### src/rtl/wash_phase_timer.sv
// Phase timing and sensor supervision for the washing-machine controller.
// Optional lid pause in wash/rinse/spin: define PAUSE_ON_LID_EN.
module wash_phase_timer #(
  parameter int PRESCALE    = 1000,
  parameter int TICK_W      = 16,
  parameter int FILL_LIMIT  = 300,
  parameter int HEAT_LIMIT  = 600,
  parameter int WASH_TICKS  = 1200,
  parameter int RINSE_TICKS = 600,
  parameter int SPIN_TICKS  = 300
) (
  input  logic              clock,
  input  logic              reset_n,
  input  logic              fill_Water_Operation,
  input  logic              heat_Water_Operation,
  input  logic              wash_Operation,
  input  logic              rinse_Operation,
  input  logic              spin_Operation,
  input  logic              level_Sensor,
  input  logic              temp_Sensor,
  input  logic              lid_Closed,
  output logic              sig_Full,
  output logic              sig_Temperature,
  output logic              sig_Wash_Completed,
  output logic              sig_Rinse_Completed,
  output logic              sig_Spin_Completed,
  output logic              sig_Time_Out,
  output logic [2:0]        phase,
  output logic [TICK_W-1:0] ticks_Remaining
);

  localparam int PW = (PRESCALE > 1) ? $clog2(PRESCALE) : 1;

  typedef enum logic [2:0] {
    PH_IDLE  = 3'd0,
    PH_FILL  = 3'd2,
    PH_HEAT  = 3'd3,
    PH_WASH  = 3'd4,
    PH_RINSE = 3'd5,
    PH_SPIN  = 3'd6
  } phase_e;

  phase_e            phase_r;
  phase_e            code_s;
  logic [PW-1:0]     presc_r;
  logic [PW-1:0]     presc_nxt_s;
  logic [TICK_W-1:0] ticks_r;
  logic [TICK_W-1:0] ticks_nxt_s;
  logic              wrap_s;
  logic              expire_s;
  logic              done_s;
  logic              run_s;
  logic              full_r, temp_r, wash_r, rinse_r, spin_r, tout_r;

  function automatic logic [TICK_W-1:0] limit_f(input phase_e code);
    case (code)
      PH_FILL:  limit_f = TICK_W'(FILL_LIMIT);
      PH_HEAT:  limit_f = TICK_W'(HEAT_LIMIT);
      PH_WASH:  limit_f = TICK_W'(WASH_TICKS);
      PH_RINSE: limit_f = TICK_W'(RINSE_TICKS);
      PH_SPIN:  limit_f = TICK_W'(SPIN_TICKS);
      default:  limit_f = {TICK_W{1'b0}};
    endcase
  endfunction

  // One-hot operation decode; anything else is idle
  always_comb begin
    code_s = PH_IDLE;
    case ({fill_Water_Operation, heat_Water_Operation, wash_Operation,
           rinse_Operation, spin_Operation})
      5'b10000: code_s = PH_FILL;
      5'b01000: code_s = PH_HEAT;
      5'b00100: code_s = PH_WASH;
      5'b00010: code_s = PH_RINSE;
      5'b00001: code_s = PH_SPIN;
      default:  code_s = PH_IDLE;
    endcase
  end

`ifdef PAUSE_ON_LID_EN
  assign run_s = lid_Closed | (phase_r == PH_FILL) | (phase_r == PH_HEAT);
`else
  logic unused_lid_s;
  assign unused_lid_s = lid_Closed;
  assign run_s        = 1'b1;
`endif

  // Prescaler / tick counter next values; expiry lands on the edge the count reaches zero
  always_comb begin
    wrap_s      = (presc_r == PW'(PRESCALE - 1));
    presc_nxt_s = wrap_s ? {PW{1'b0}} : presc_r + {{(PW-1){1'b0}}, 1'b1};
    if (wrap_s && (ticks_r != {TICK_W{1'b0}})) begin
      ticks_nxt_s = ticks_r - {{(TICK_W-1){1'b0}}, 1'b1};
    end else begin
      ticks_nxt_s = ticks_r;
    end
    expire_s = (ticks_r == {TICK_W{1'b0}}) ||
               (wrap_s && (ticks_r == {{(TICK_W-1){1'b0}}, 1'b1}));
    done_s   = full_r | temp_r | wash_r | rinse_r | spin_r | tout_r;
  end

  // Phase tracking, counting and sticky completion flags
  always_ff @(posedge clock) begin
    if (!reset_n) begin
      phase_r <= PH_IDLE;
      presc_r <= {PW{1'b0}};
      ticks_r <= {TICK_W{1'b0}};
      full_r  <= 1'b0;
      temp_r  <= 1'b0;
      wash_r  <= 1'b0;
      rinse_r <= 1'b0;
      spin_r  <= 1'b0;
      tout_r  <= 1'b0;
    end else if (code_s != phase_r) begin
      phase_r <= code_s;
      presc_r <= {PW{1'b0}};
      ticks_r <= limit_f(code_s);
      full_r  <= 1'b0;
      temp_r  <= 1'b0;
      wash_r  <= 1'b0;
      rinse_r <= 1'b0;
      spin_r  <= 1'b0;
      tout_r  <= 1'b0;
    end else if ((phase_r != PH_IDLE) && !done_s && run_s) begin
      case (phase_r)
        PH_FILL: begin
          if (level_Sensor) begin
            full_r <= 1'b1;
          end else begin
            tout_r  <= expire_s;
            presc_r <= presc_nxt_s;
            ticks_r <= ticks_nxt_s;
          end
        end
        PH_HEAT: begin
          if (temp_Sensor) begin
            temp_r <= 1'b1;
          end else begin
            tout_r  <= expire_s;
            presc_r <= presc_nxt_s;
            ticks_r <= ticks_nxt_s;
          end
        end
        PH_WASH: begin
          wash_r  <= expire_s;
          presc_r <= presc_nxt_s;
          ticks_r <= ticks_nxt_s;
        end
        PH_RINSE: begin
          rinse_r <= expire_s;
          presc_r <= presc_nxt_s;
          ticks_r <= ticks_nxt_s;
        end
        PH_SPIN: begin
          spin_r  <= expire_s;
          presc_r <= presc_nxt_s;
          ticks_r <= ticks_nxt_s;
        end
        default: begin
          presc_r <= {PW{1'b0}};
          ticks_r <= {TICK_W{1'b0}};
        end
      endcase
    end else begin
      presc_r <= presc_r;
      ticks_r <= ticks_r;
    end
  end

  assign phase               = phase_r;
  assign ticks_Remaining     = ticks_r;
  assign sig_Full            = full_r;
  assign sig_Temperature     = temp_r;
  assign sig_Wash_Completed  = wash_r;
  assign sig_Rinse_Completed = rinse_r;
  assign sig_Spin_Completed  = spin_r;
  assign sig_Time_Out        = tout_r;

endmodule

### config.mk
export PLATFORM = sky130hd
export DESIGN_NAME = wash_phase_timer
export DESIGN_NICKNAME = d
export VERILOG_FILES = /design/src/rtl/wash_phase_timer.sv
export SDC_FILE = /design/constraint.sdc
export NUM_CORES = 1
export LEC_CHECK = 0
export ABC_CLOCK_PERIOD_IN_PS = 3800
export BUFFER_PORTS_ARGS = -buffer_cell sky130_fd_sc_hd__buf_2
export CAP_MARGIN = 20
export CORE_MARGIN = 8
export CORE_UTILIZATION = 45
export CTS_CLUSTER_SIZE = 25
export DETAILED_ROUTE_END_ITERATION = 6
export PLACE_DENSITY = 0.67
export SYNTH_ARGS = -nofsm -noshare
export SYNTH_HDL_FRONTEND = slang
export SYNTH_SLANG_ARGS = --single-unit
### constraint.sdc
create_clock -name clock -period 3.8 [get_ports clock]
set_input_delay 0.38 -clock clock [delete_from_list [all_inputs] [get_ports clock]]
set_output_delay 0.38 -clock clock [all_outputs]
set_load 0.05 [all_outputs]
# Word level (Yosys, flattened, before mapping)
# Cells that the tools add are included.
# word_totals
reg_bits,35
input_bits,10
out_inout_bits,25
# op_classes
n_addsub,2
eq_ne,22
muxes,15
n_bitwise,6
n_reduce_logical,22
# ops
op,count
two-way mux 16 bit,5
one-hot mux 16 bit (3 select lines),1
one-hot mux 11 bit (3 select lines),1
two-way mux 10 bit,3
one-hot mux 10 bit (3 select lines),1
"equality test 3 bit, second input constant",6
"equality test 16 x 1 -> 1 bit, second input constant",1
zero test 16 bit,1
nonzero test 16 bit,1
"subtractor 16 x 1 -> 16 bit, second input constant",1
one-hot mux 3 bit (5 select lines),1
"equality test 3 x 2 -> 1 bit, second input constant",4
AND reduction 3 bit,4
"adder 10 x 1 -> 10 bit, second input constant",1
"equality test 10 bit, second input constant",1
"inequality test 3 bit, second input constant",2
AND reduction 2 bit,3
OR reduction 2 bit,3
"equality test 5 x 1 -> 1 bit, second input constant",1
"equality test 5 x 2 -> 1 bit, second input constant",1
"equality test 5 x 3 -> 1 bit, second input constant",1
"equality test 5 x 4 -> 1 bit, second input constant",1
"equality test 5 bit, second input constant",1
bitwise OR 1 bit,5
12 further kinds,17

# Depth between registers and ports, before layout
# logic_depth
ltp_word,9
mapped_depth,9
mapped_depth_nobuf,8

# Worst setup path after synthesis
# Ideal clock, no wire load.
# synth_path
kind,register to register
from,register ticks_r[0] (netlist: ticks_Remaining[0])
to,register ticks_r[6] (netlist: ticks_Remaining[6])
setup_time_ns,0.136
arrival_time_ns,2.319
slack_ns,1.346
stages_incl_launch_ff,10
cell_sequence,dfxtp_1 -> inv_1 -> ha_1 -> nor3b_1 -> nand3_1 -> o221ai_1 -> nand3_1 -> buf_2 -> o21ai_0 -> a211oi_1
# synth_via
elab_chain_len,7
word_cells_on_any_way,9
# synth_rtl
item,line_no,rtl
"start, declared",47,logic [TICK_W-1:0] ticks_r;
"start signal, assigned",107,ticks_r <= {TICK_W{1'b0}};
"start signal, assigned",117,ticks_r <= limit_f(code_s);
"start signal, assigned",132,ticks_r <= ticks_nxt_s;
branches (longest 2 deep; another with subtractor 16 x 1 -> 16 bit),-,
two-way mux 16 bit (*),92,if (wrap_s && (ticks_r != {TICK_W{1'b0}})) begin
two-way mux 16 bit (on tied branches),"136, 127",
one-hot mux 16 bit (3 select lines) (*),125,case (phase_r)
two-way mux 16 bit (*),124,end else if ((phase_r != PH_IDLE) && !done_s && run_s) begin
two-way mux 16 bit (*),114,end else if (code_s != phase_r) begin
# Mark *: on every way between the ends. The select of a mux whose other input is x is not followed.
# A chain may end at the register's enable or synchronous reset.

# Worst setup path in the final report
# layout_path
from,register ticks_r[11] (netlist: ticks_Remaining[11])
to,register ticks_r[15] (netlist: ticks_Remaining[15])
# Same word-level chain as after synthesis.

==> summary.md <==
| Metric | Value |
|---|---|
| Synth top area cells | `dfxtp_1 (31%), a21oi_1 (5.8%), o21ai_0 (4.9%), nor2_1 (4.9%), nor4_1 (4.5%)` |
| Final setup viols | `0` |
| Max-slew headroom | `42.95%` |
| Worst Path Max Fanout | `11` |
| Ports | `35` |
| Clock transition at path regs | `roughly 70 ps` |
| Mapped Nets | `299` |
| WL/cell | `15.31 um` |
| Core Box Area | `about 4800 um2` |
| Hold path depth | `3` |
| CP cell instances | `nor4_1, o2111ai_1, o221ai_1, nand3_1, a31o_2, a21oi_1` |
| Crit path time final | `2749 ps` |
| Clk_skew | `6.646 ps` |
| Largest net degree at the start of global routing | `24` |
| Buffer depth of the longest clock path | `2` |
| Synthesis-to-finish area growth | `11.68%` |
| Worst EP arrival | `2950 ps` |
| Share of layout cells above drive strength 1 | `18.53%` |
| Syn. warnings | `0` |
| Setup TNS | `0 ps` |
| Routed Antenna Nets | `0` |
| Starting Density | `46.87%` |
| Status | `finished, final reports clean` |
| Die Ht | `86.37 um` |
| FP Rows | `25` |
| Synth Area in Compound Gates | `23.41%` |
| RSZ-0062 raised after global routing | `no` |
| Buf+Inv Stages, Crit Path | `0` |
| Final Util | `52.34%` |
| Clk root buf | `clkbuf_8` |
| DRC | `0` |
| Post-synth cell types | `58` |
| Pwr/cell area | `between 400 and 500 nW/um2` |
| Element type at the critical path end | `flop` |
| Setup Crit Path Kind | `reg2reg` |
| Ant diodes | `0` |
| Dominant synthesized flop cell | `dfxtp_1` |
| 1st-iter DRT viols | `135` |
| Number of CTS-inserted buffers | `5` |
| EDFF count, synth | `0` |
| Lkg Pwr | `0.9508 nW` |
| Slowest-stage cell, CP | `nor4_1` |
| Synth Area in Simple Gates | `between 30% and 40%` |
| Vias in the first global route | `2,028` |
| CTS Sinks | `35` |
| Reg2reg path depth | `6` |
| Die ar. | `7460 um2` |
| Cell Area, Synth | `2228 um2` |
| Port-buffer cells | `33` |
| CTS tree | `built` |
| H-tree Lvls | `2` |
| GR Overflow Total | `0` |
| Tcrit/Tclk final | `72.34%` |
| Largest family of logic cells by synthesized area | `simple AND/OR/NAND/NOR gates` |
| DR vias/cell | `5.903` |
| Pins Over Slew Limit | `0` |
| Final net count | `325` |
| Global-route wire length before repair | `approximately 9600 um` |
| Tot GR Track Use | `15.37%` |
| Clk Latency, worst-skew pair | `290 ps` |
| Adder-cell share of the synthesized area | `1.684%` |
| Die Wd | `86.37 um` |
| Vias post-DR | `2,243` |
| WHS Endpoint | `sig_Full` |
| Critical Path RT | `4000 ps` |
| Worst Tran Pin Value | `853.7 ps` |
| Crit start category | `flop` |
| Min-delay worst type | `in2reg` |
| Max IR drop VDD | `0.0002080 V` |
| Yosys top cell area share | `a little under a third` |
| Hold_buf cts | `0` |
| Post-CTS Setup Bufs | `0` |
| Final Hold Vio Count | `0` |
| CP peak stage delay | `640 ps` |
| Avg Cell Area, Syn | `7.792 um2` |
| Drt pass-1 iters | `4` |
| FF+latch count, synth | `35` |
| Hold path start | `level_Sensor` |
| Mux cell area share after synthesis | `around 1.8%` |
| Post-Synth XOR/XNOR Area | `4.716%` |
| Post-synth ARST share | `0%` |
| Seq/Total Area, Yosys | `31.44%` |
| DP HPWL | `between 4000 and 5000 um` |
| RD Place Congestion | `~0.9` |
| WL final | `5819 um` |
| Max-cap violations | `0` |
| Cells after synthesis | `about 290` |
| Peak Freq | `approximately 360 MHz` |
| Post-cts sizing count | `0` |
| R2r startpoint | `ticks_Remaining[11]` |
| Reg-to-Reg End | `ticks_Remaining[15]` |
| Worst path top cell family by delay | `compound AO/OA/AOI/OAI gates` |
| Initial antenna violation count | `0` |
| Synth area leader | `dfxtp_1` |
| FF-to-FF setup slack | `about 1100 ps` |
==> area by class of cell <==
type                       instances  area, um2
fill                             483       2266
multi-input combinational        225       1395
sequential                        35      700.7
timing repair buffer              37      195.2
tap                               67      83.83
clock buffer                       5      68.82
inverter                           8      30.03
clock inverter                     3      15.01
==> Yosys cell counts (all sizes together) (7+ instances only) <==
cell type and instances:
dfxtp 35, o21ai 22, or3 8, nand2 16, buf 13, nor2 29, inv 8, a31oi 8
xnor2 7, nand3 10, a21oi 26, nor4 18, nor3 15
==> flip-flops by register name, summed over array words and instances, names as in the netlist <==
register,cells
phase,3
presc_r,10
sig_Full,1
sig_Rinse_Completed,1
sig_Spin_Completed,1
sig_Temperature,1
sig_Time_Out,1
sig_Wash_Completed,1
ticks_Remaining,16
==> cell families (layout without fill, tap and decap cells) <==
group,after synthesis,count (layout)
and+or+nand+nor,123,123
AOI/OAI and AO/OA,83,83
DFF,35,35
buffers and inverters,26,53
xor gates and xnor gates,12,12
muxes,4,4
adders and majority gates,3,3
==> how the worst max path moves through the flow <==
stage | slack, ps | cells past startpoint | to | start
2_1_floorplan | 1350 | 9 | ticks_Remaining[6] | ticks_Remaining[0]
3_3_place_gp | 1130 | 6 | ticks_Remaining[15] | ticks_Remaining[11]
3_5_place_dp | 1120 | 6 | ticks_Remaining[15] | ticks_Remaining[11]
4_1_cts | 1100 | 6 | ticks_Remaining[15] | ticks_Remaining[11]
5_1_grt | 790 | 6 | ticks_Remaining[15] | ticks_Remaining[11]
6_report | 1050 | 6 | ticks_Remaining[15] | ticks_Remaining[11]
==> layer usage <==
metal / routed length, um / vias to the layer above / GRT usage (%)
met1: 2777 / 1040 / 20.22
met3: 382 / 6 / 4.159
met5: 0 / - / 0
met2: 2618 / 61 / 24.03
li1: - / 1136 / -
met4: 40 / 0 / 3.912
==> report_power, final <==
group,leakage [nW],internal [mW],switching (mW),total [mW]
Sequential,0.283,0.385,0.0276,0.412
Combinational,0.620,0.107,0.233,0.340
Clock,0.0477,0.125,0.139,0.264
==> layout by cell type, fill, tap and decap left out, types with 8 or more instances in the layout <==
cell type / count
nor4_1: 16
nand2_1: 16
dfxtp_1: 35
a21oi_1: 26
a31oi_1: 8
nand3_1: 10
buf_2: 33
o21ai_0: 21
nor2_1: 29
inv_1: 8
nor3_1: 14
==> metrics by stage <==
stage | cells | power, mW | hold WS [ps] | setup WS [ps] | instance area, um2
after detailed placement | 372 | 0.7559 | 482.5 | 1121 | 2405
after global routing | 380 | 1.075 | 383.9 | 785.3 | 2489
after global placement | 372 | 0.7516 | 468.3 | 1130 | 2405
after CTS | 380 | 1.020 | 372.1 | 1099 | 2489
final | 380 | 1.017 | 377.5 | 1051 | 2489
after floorplan | 286 | 0.6787 | 453.0 | 1346 | 2228
==> tightest hold or removal path, cell delays in order <==
cell and delay [ps]:
buf_2 100, a31oi_1 80, nor2_1 70
No activity file was read; power rests on OpenSTA's default activity.
